$ cat config.mk
export PLATFORM = sky130hd
export DESIGN_NAME = countdown8
export DESIGN_NICKNAME = d
export VERILOG_FILES = /design/src/rtl/countdown8.sv
export SDC_FILE = /design/constraint.sdc
export NUM_CORES = 1
export LEC_CHECK = 0
export CAP_MARGIN = 20
export CORE_MARGIN = 3
export CORE_UTILIZATION = 55
export CTS_BUF_LIST = sky130_fd_sc_hd__clkbuf_4
export DETAILED_ROUTE_END_ITERATION = 16
export DONT_BUFFER_PORTS = 1
export GPL_TIMING_DRIVEN = 0
export PLACE_DENSITY = 0.7
export SLEW_MARGIN = 30
export SYNTH_ARGS = -nofsm -noshare
export SYNTH_HDL_FRONTEND = slang
export SYNTH_SLANG_ARGS = --single-unit
$ cat constraint.sdc
create_clock -name clk -period 2.45 [get_ports clk]
set_input_delay 0.49 -clock clk [delete_from_list [all_inputs] [get_ports clk]]
set_output_delay 0.49 -clock clk [all_outputs]
set_load 0.005 [all_outputs]
$ cat src/rtl/countdown8.sv
// Programmable 8-bit down-counting timer with a valid/ready period load.
// It counts to zero, pulses expire on each rollover, and then either stops or reloads.
module countdown8 #(
    parameter bit RELOAD_DEFAULT = 1'b0
) (
    input  logic       clk,
    input  logic       reset_n,
    input  logic       load_valid,
    output logic       load_ready,
    input  logic [7:0] load_value,
    input  logic       auto_reload,
    input  logic       pause,
    input  logic       abort,
    output logic [7:0] count,
    output logic       busy,
    output logic       expire,
    output logic [7:0] expire_count
);

    typedef enum logic [1:0] {
        IDLE = 2'd0,
        RUN  = 2'd1,
        HOLD = 2'd2
    } state_t;

    state_t     state;
    logic [7:0] period_m1;
    logic       reload_flag;

    // Both handshake outputs decode the state register directly, so no input reaches them.
    assign load_ready = (state == IDLE);
    assign busy       = (state != IDLE);

    // NOTE: every register in this block uses non-blocking assignment, so all next-state terms read the pre-edge values.
    always_ff @(posedge clk or negedge reset_n) begin
        if (!reset_n) begin
            state        <= IDLE;
            period_m1    <= 8'd0;
            count        <= 8'd0;
            reload_flag  <= RELOAD_DEFAULT;
            expire       <= 1'b0;
            expire_count <= 8'd0;
        end else begin
            expire <= 1'b0;
            unique case (state)
                IDLE: begin
                    if (load_valid && !abort) begin
                        // A value of 0 wraps to 255, which gives a period of 256.
                        period_m1    <= load_value - 8'd1;
                        count        <= load_value - 8'd1;
                        reload_flag  <= auto_reload;
                        expire_count <= 8'd0;
                        state        <= RUN;
                    end
                end
                RUN, HOLD: begin
                    if (abort) begin
                        state <= IDLE;
                        count <= 8'd0;
                    end else if (pause) begin
                        state <= HOLD;
                    end else begin
                        // Leaving HOLD counts on the same edge, so a pause costs exactly one cycle per high sample.
                        state <= RUN;
                        if (count != 8'd0) begin
                            count <= count - 8'd1;
                        end else begin
                            expire <= 1'b1;
                            if (expire_count != 8'hFF) begin
                                expire_count <= expire_count + 8'd1;
                            end
                            if (reload_flag) begin
                                count <= period_m1;
                            end else begin
                                state <= IDLE;
                            end
                        end
                    end
                end
                default: begin
                    state <= IDLE;
                    count <= 8'd0;
                end
            endcase
        end
    end

endmodule

**Yosys cells after proc, flatten, opt, wreduce, memory -nomap -nowiden**

Cells that the tools add are included.

- $add $sub $neg: 3
- Equal/unequal tests: 10
- Mux-type cells: 22
- Reductions and logical operators: 10

Operators with widths:

| cell | number |
|---|---|
| 8-bit 2-to-1 mux | 10 |
| 8-bit case mux with 2 select lines | 2 |
| 8-bit by 1-bit subtractor with 8-bit output, second input constant | 2 |
| 8-bit by 1-bit adder with 8-bit output, second input constant | 1 |
| 2-bit != test, second input constant | 4 |
| 8-bit != test, second input constant | 1 |
| 8-bit nonzero test | 1 |
| 1-bit 2-to-1 mux | 6 |
| 2-bit 2-to-1 mux | 3 |
| 6-bit AND reduction | 1 |
| 4-bit != test, second input constant | 1 |
| 2-bit case mux with 2 select lines | 1 |
| 2-bit nonzero test | 2 |
| 3-bit != test, second input constant | 1 |
| 3-bit AND reduction | 1 |
| 2-bit by 1-bit == test with 1-bit output, second input constant | 1 |
| 2-bit == test, second input constant | 1 |
| 2-bit logical NOT | 1 |
| 2-bit by 1-bit != test with 1-bit output, second input constant | 1 |
| 2-bit AND reduction | 1 |
| 2-bit OR reduction | 1 |
| 1-bit logical AND | 1 |
| 1-bit logical NOT | 1 |

- Register bits after elaboration: 28
- Input port bits: 14
- Output and inout port bits: 19
- Logic and storage cells: 51

**Depth between registers and ports, before layout**

Gate-level depths: netlist of run 1.

- Word-level depth: 6
- Mapped depth: 9
- Depth with buffers taken out: 7

**Worst setup path after synthesis of run 1**

No wires, ideal clock.

- Kind: register to register
- Start point: register count[0]
- End point: register count[3]
- Setup time: 0.127 ns
- Data arrival time: 1.990 ns
- Required time: 2.323 ns
- Path slack: 0.333 ns
- Stages on the path, launching flop included: 9
- Buffers on the path: 1
- Clock period less this slack: 2.117 ns
- Cells stage by stage: dfrtp_1 inv_1 ha_1 or4b_2 nor2_2 a221o_1 buf_6 mux2i_1 a21oi_1

- Word-level cells in the longest chain between the ends: 5
- Elaborated cells between the ends (all ways): 8
- Those cells by class: add/sub: 1; eq/ne: 1; mux: 4; reduce/logical: 2

RTL lines:

| element | RTL line | text |
|---|---|---|
| start: declaration | 14 | `output logic [7:0] count,` |
| start signal: assignment | 50 | `count <= load_value - 8'd1;` |
| start signal: assignment | 66 | `count <= count - 8'd1;` |
| start signal: assignment | 73 | `count <= period_m1;` |
| 8-bit by 1-bit subtractor with 8-bit output or 8-bit nonzero test (tied branches) | 66, 65 |  |
| 8-bit 2-to-1 mux | 65 | `if (count != 8'd0) begin` |
| 8-bit 2-to-1 mux | 60 | `end else if (pause) begin` |
| 8-bit 2-to-1 mux | 57 | `if (abort) begin` |
| 8-bit case mux with 2 select lines | 45 | `unique case (state)` |

Several ways; a longest one is shown, not always the timed one. The select of a mux whose other input is x is not followed.
A chain may end at the register's enable or synchronous reset.

**Final worst setup path of run 1**

- Start point: register count[0]
- End point: register expire_count[5]

- Word-level cells in the longest chain between the ends: 3

RTL lines:

| element | RTL line | text |
|---|---|---|
| 8-bit nonzero test | 65 |  |
| 2-bit != test (no line) | n/a |  |
| 6-bit AND reduction (no line) | n/a |  |
| end signal: assignment | 70 | `expire_count <= expire_count + 8'd1;` |
| end: declaration | 17 | `output logic [7:0] expire_count` |

No other way between the ends.

==> results of run 1 <==
==> sequential cells by signal, indices dropped and copies added, names as in the netlist <==
signal and flops:
reload_flag 1, expire 1, count 8, expire_count 8, period_m1 8, state 2
==> report_power, final <==
part           leakage [nW]  internal [mW]  switching, mW
registers             0.363          0.613          0.176
clock network        0.0154         0.0598          0.127
logic                 0.390          0.487          0.638
==> cells in the mapped netlist, types with 2 or more instances <==
| cell type | instances | share of area [%] |
|---|---|---|
| dfrtp_1 | 28 | 41 |
| nand2_1 | 15 | 3.3 |
| nor2_1 | 14 | 3.1 |
| o21ai_0 | 12 | 3.5 |
| a21oi_1 | 11 | 3.2 |
| xnor2_1 | 11 | 5.7 |
| inv_1 | 10 | 2.2 |
| nand3_1 | 7 | 2.1 |
| a22o_1 | 6 | 3.1 |
| ha_1 | 6 | 4.4 |
| nor4_1 | 6 | 2.2 |
| nor3_1 | 5 | 1.5 |
| clkbuf_1 | 4 | 0.88 |
| o22ai_1 | 4 | 1.5 |
| mux2_2 | 3 | 2.0 |
| mux2i_1 | 3 | 1.8 |
| nand2b_1 | 3 | 1.1 |
| o31ai_1 | 3 | 1.3 |
| or3_1 | 3 | 1.1 |
| and4_1 | 2 | 1.0 |
| nor2b_1 | 2 | 0.74 |
| nor3b_1 | 2 | 0.88 |
| o211ai_1 | 2 | 0.88 |
| or4_1 | 2 | 0.88 |
==> timing repair <==
action	in CTS	in global routing
gates resized for setup	1	4
hold buffers	2	0
hold endpoints to repair	28	0
gates cloned	0	0
setup buffers	0	1
setup endpoints to repair	2	11
==> layout make-up <==
type	instances	area share, %
well taps	31	2.14
plain buffers	6	1.79
clock buffers	3	1.24
clock inverters	1	0.207
flip-flops and latches	28	38.6
multi-input cells	139	51.9
repair buffers	3	2.07
inverters	10	2.07
==> how the worst min path moves through the flow <==
stage	end	slack [ps]	start
after global placement	expire_count[7]	190	reset_n
after detailed placement	expire_count[7]	190	reset_n
after global routing	expire	190	pause
after CTS	expire	200	pause
after floorplan	count[0]	190	reset_n
final	expire	210	pause
==> layer usage <==
layer  part of all wire (%)  vias to the layer above
li1                       -                      685
met1                     46                      651
met2                     48                       42
met3                    5.9                        2
met4                   0.82                        0
met5                      0                        -
==> critical path: stages, from the launching register on <==
cell	delay, ps
dfrtp_1	480
inv_1	110
ha_1	170
nor4b_4	330
nand2_2	110
or3_1	410
or4_1	470
a21oi_1	150
==> through the flow <==
stage                     hold slack [ps]  setup TNS [ps]  setup WS (ps)
after global placement                195            -116           -108
after global routing                  188               0           10.4
after CTS                             201               0           14.7
final                                 211               0            150
after detailed placement              195            -263           -185
after floorplan                       194               0            333
==> layout by cell type (no fill, tap or decap), drive strengths merged, types with 4 or more instances in the layout <==
cell type	Yosys	final
xnor2	11	11
dfrtp	28	28
clkbuf	4	7
a21oi	11	11
ha	6	6
nand3	7	7
a22o	6	6
inv	10	10
buf	2	4
o21ai	12	12
nor2	15	15
nor4	6	6
nor3	6	6
o22ai	4	4
nand2	16	16
==> cells by family after synthesis <==
group | count (synthesis) | share of synthesized area, %
adders and majority gates | 6 | 4.42
buffers and inverters | 16 | 4.06
DFF | 28 | 41.3
muxes | 6 | 3.76
and+or+nand+nor | 68 | 22.1
xor gates and xnor gates | 12 | 6.19
AOI/OAI and AO/OA | 47 | 18.1
==> flow_summary.toml, run 1 <==
[yosys]
syn-num-nets = 203
synth_seq_cells = 28
synth.distinct_cells = 43
synth-edff-count = 0
yosys_warnings = 0
ys_seq_area_share_pct = 41.3
post_synth.cell_area_avg_sq_um = 9.27
netlist_instances = 183
synth_ff_type = "dfrtp_1"
async_flop_share_pct = 100
synthesis.area_sq_um = 1700

[die]
dieArea_sq_um = 3790
placementRows = 19
initial_core_util_pct = 59.5
die_x_um = 61.5
ios = 33
core-area_sq_um = 2850
die_h_um = 61.5

[sta]
grt_setup_unrepaired = "no"
finalHoldViolations = 0
final.setup_skew_ps = 7.78
finalCritPeriodShare_pct = 93.9
worst_pin_slew_ps = 525
slew_headroom_pct = 64.8
slew_violations = 0
finalSetupViolCount = 0
max_freq_mhz = 435
period_minus_slack_ps = 2300

[place]
dp.cells = 214
gp_congestion = 0.870
place.port_buffers = 0
dp_hpwl_mm = 2.92
place_area_sq_um = 1740

[final_layout]
final_util_pct = 63.6
drive_gt1_share_pct = 9.47
nets = 211
fill_cells = 240
area_growth_pct = 6.93
diodes = 0
multi_input_area_sq_um = 941
final_cells = 221
final_area_sq_um = 1810
seq_area_sq_um = 701

[global_route]
use_met2_pct = 36.5
grt_pass1_wl_mm = 6.18
grt-ovfl-total = 0
grt_pass1_vias = 1388
top_usage_layer = "met2"
use_met3_pct = 6.92
gr-usage-all-layers_pct = 22.1
antenna_found_initial = 0
grt_max_degree = 29
met1_usage_pct = 27.6

[worst_setup_path]
cp-endpoint = "expire_count[5]"
cp-end-kind = "register"
r2r_cells = 7
crit_fanout = 6
crit_arrival_ps = 2560
required_ps = 2710
reg2reg_to = "expire_count[5]"
rr_startpoint = "count[0]"
critPathKind = "reg -> reg"
r2r_setup_slack_ps = 150
cp-start-kind = "register"
critPathLaunch = "count[0]"

[route]
first_pass_iters = 4
drt.antenna.violating_nets = 0
dr.first_iter.drc_count = 45
finalWirelength_mm = 3.78
via_per_inst = 6.24
drc = 0
drt-wirelength-per-cell_um = 17.1
dr_total_vias = 1380

[hold_path]
hold_path_class = "in -> reg"
whs_path_depth = 1

[clock_tree]
numCtsBuffers = 3
cts.sinks = 28
clk_pin_slew_ps = 140
cts_max_level = 1
cts_buffer_depth = 2
worst_skew_pair.late_latency_ps = 330
root_buffer = "clkbuf_4"
cts_tree = "built"

[pwr]
p_per_area_nw_per_um2 = 1160
irDropWorstVdd_uv = 636
p_leak_nw = 0.768
p_total_mw = 2.10

[status]
status = "finished, final reports clean"

[job]
drv_cap = 0
No activity file was read; power rests on OpenSTA's default activity.
==> inputs of run 2 (changes only) <==
--- a/config.mk
+++ b/config.mk
@@ -9,6 +9,7 @@
 export CORE_MARGIN = 3
 export CORE_UTILIZATION = 55
 export CTS_BUF_LIST = sky130_fd_sc_hd__clkbuf_4
+export CTS_CLUSTER_SIZE = 24
 export DETAILED_ROUTE_END_ITERATION = 16
 export DONT_BUFFER_PORTS = 1
 export GPL_TIMING_DRIVEN = 0
==> results of run 2 <==
Same layout as run 1: the final DEF is identical, and so are final timing and power.
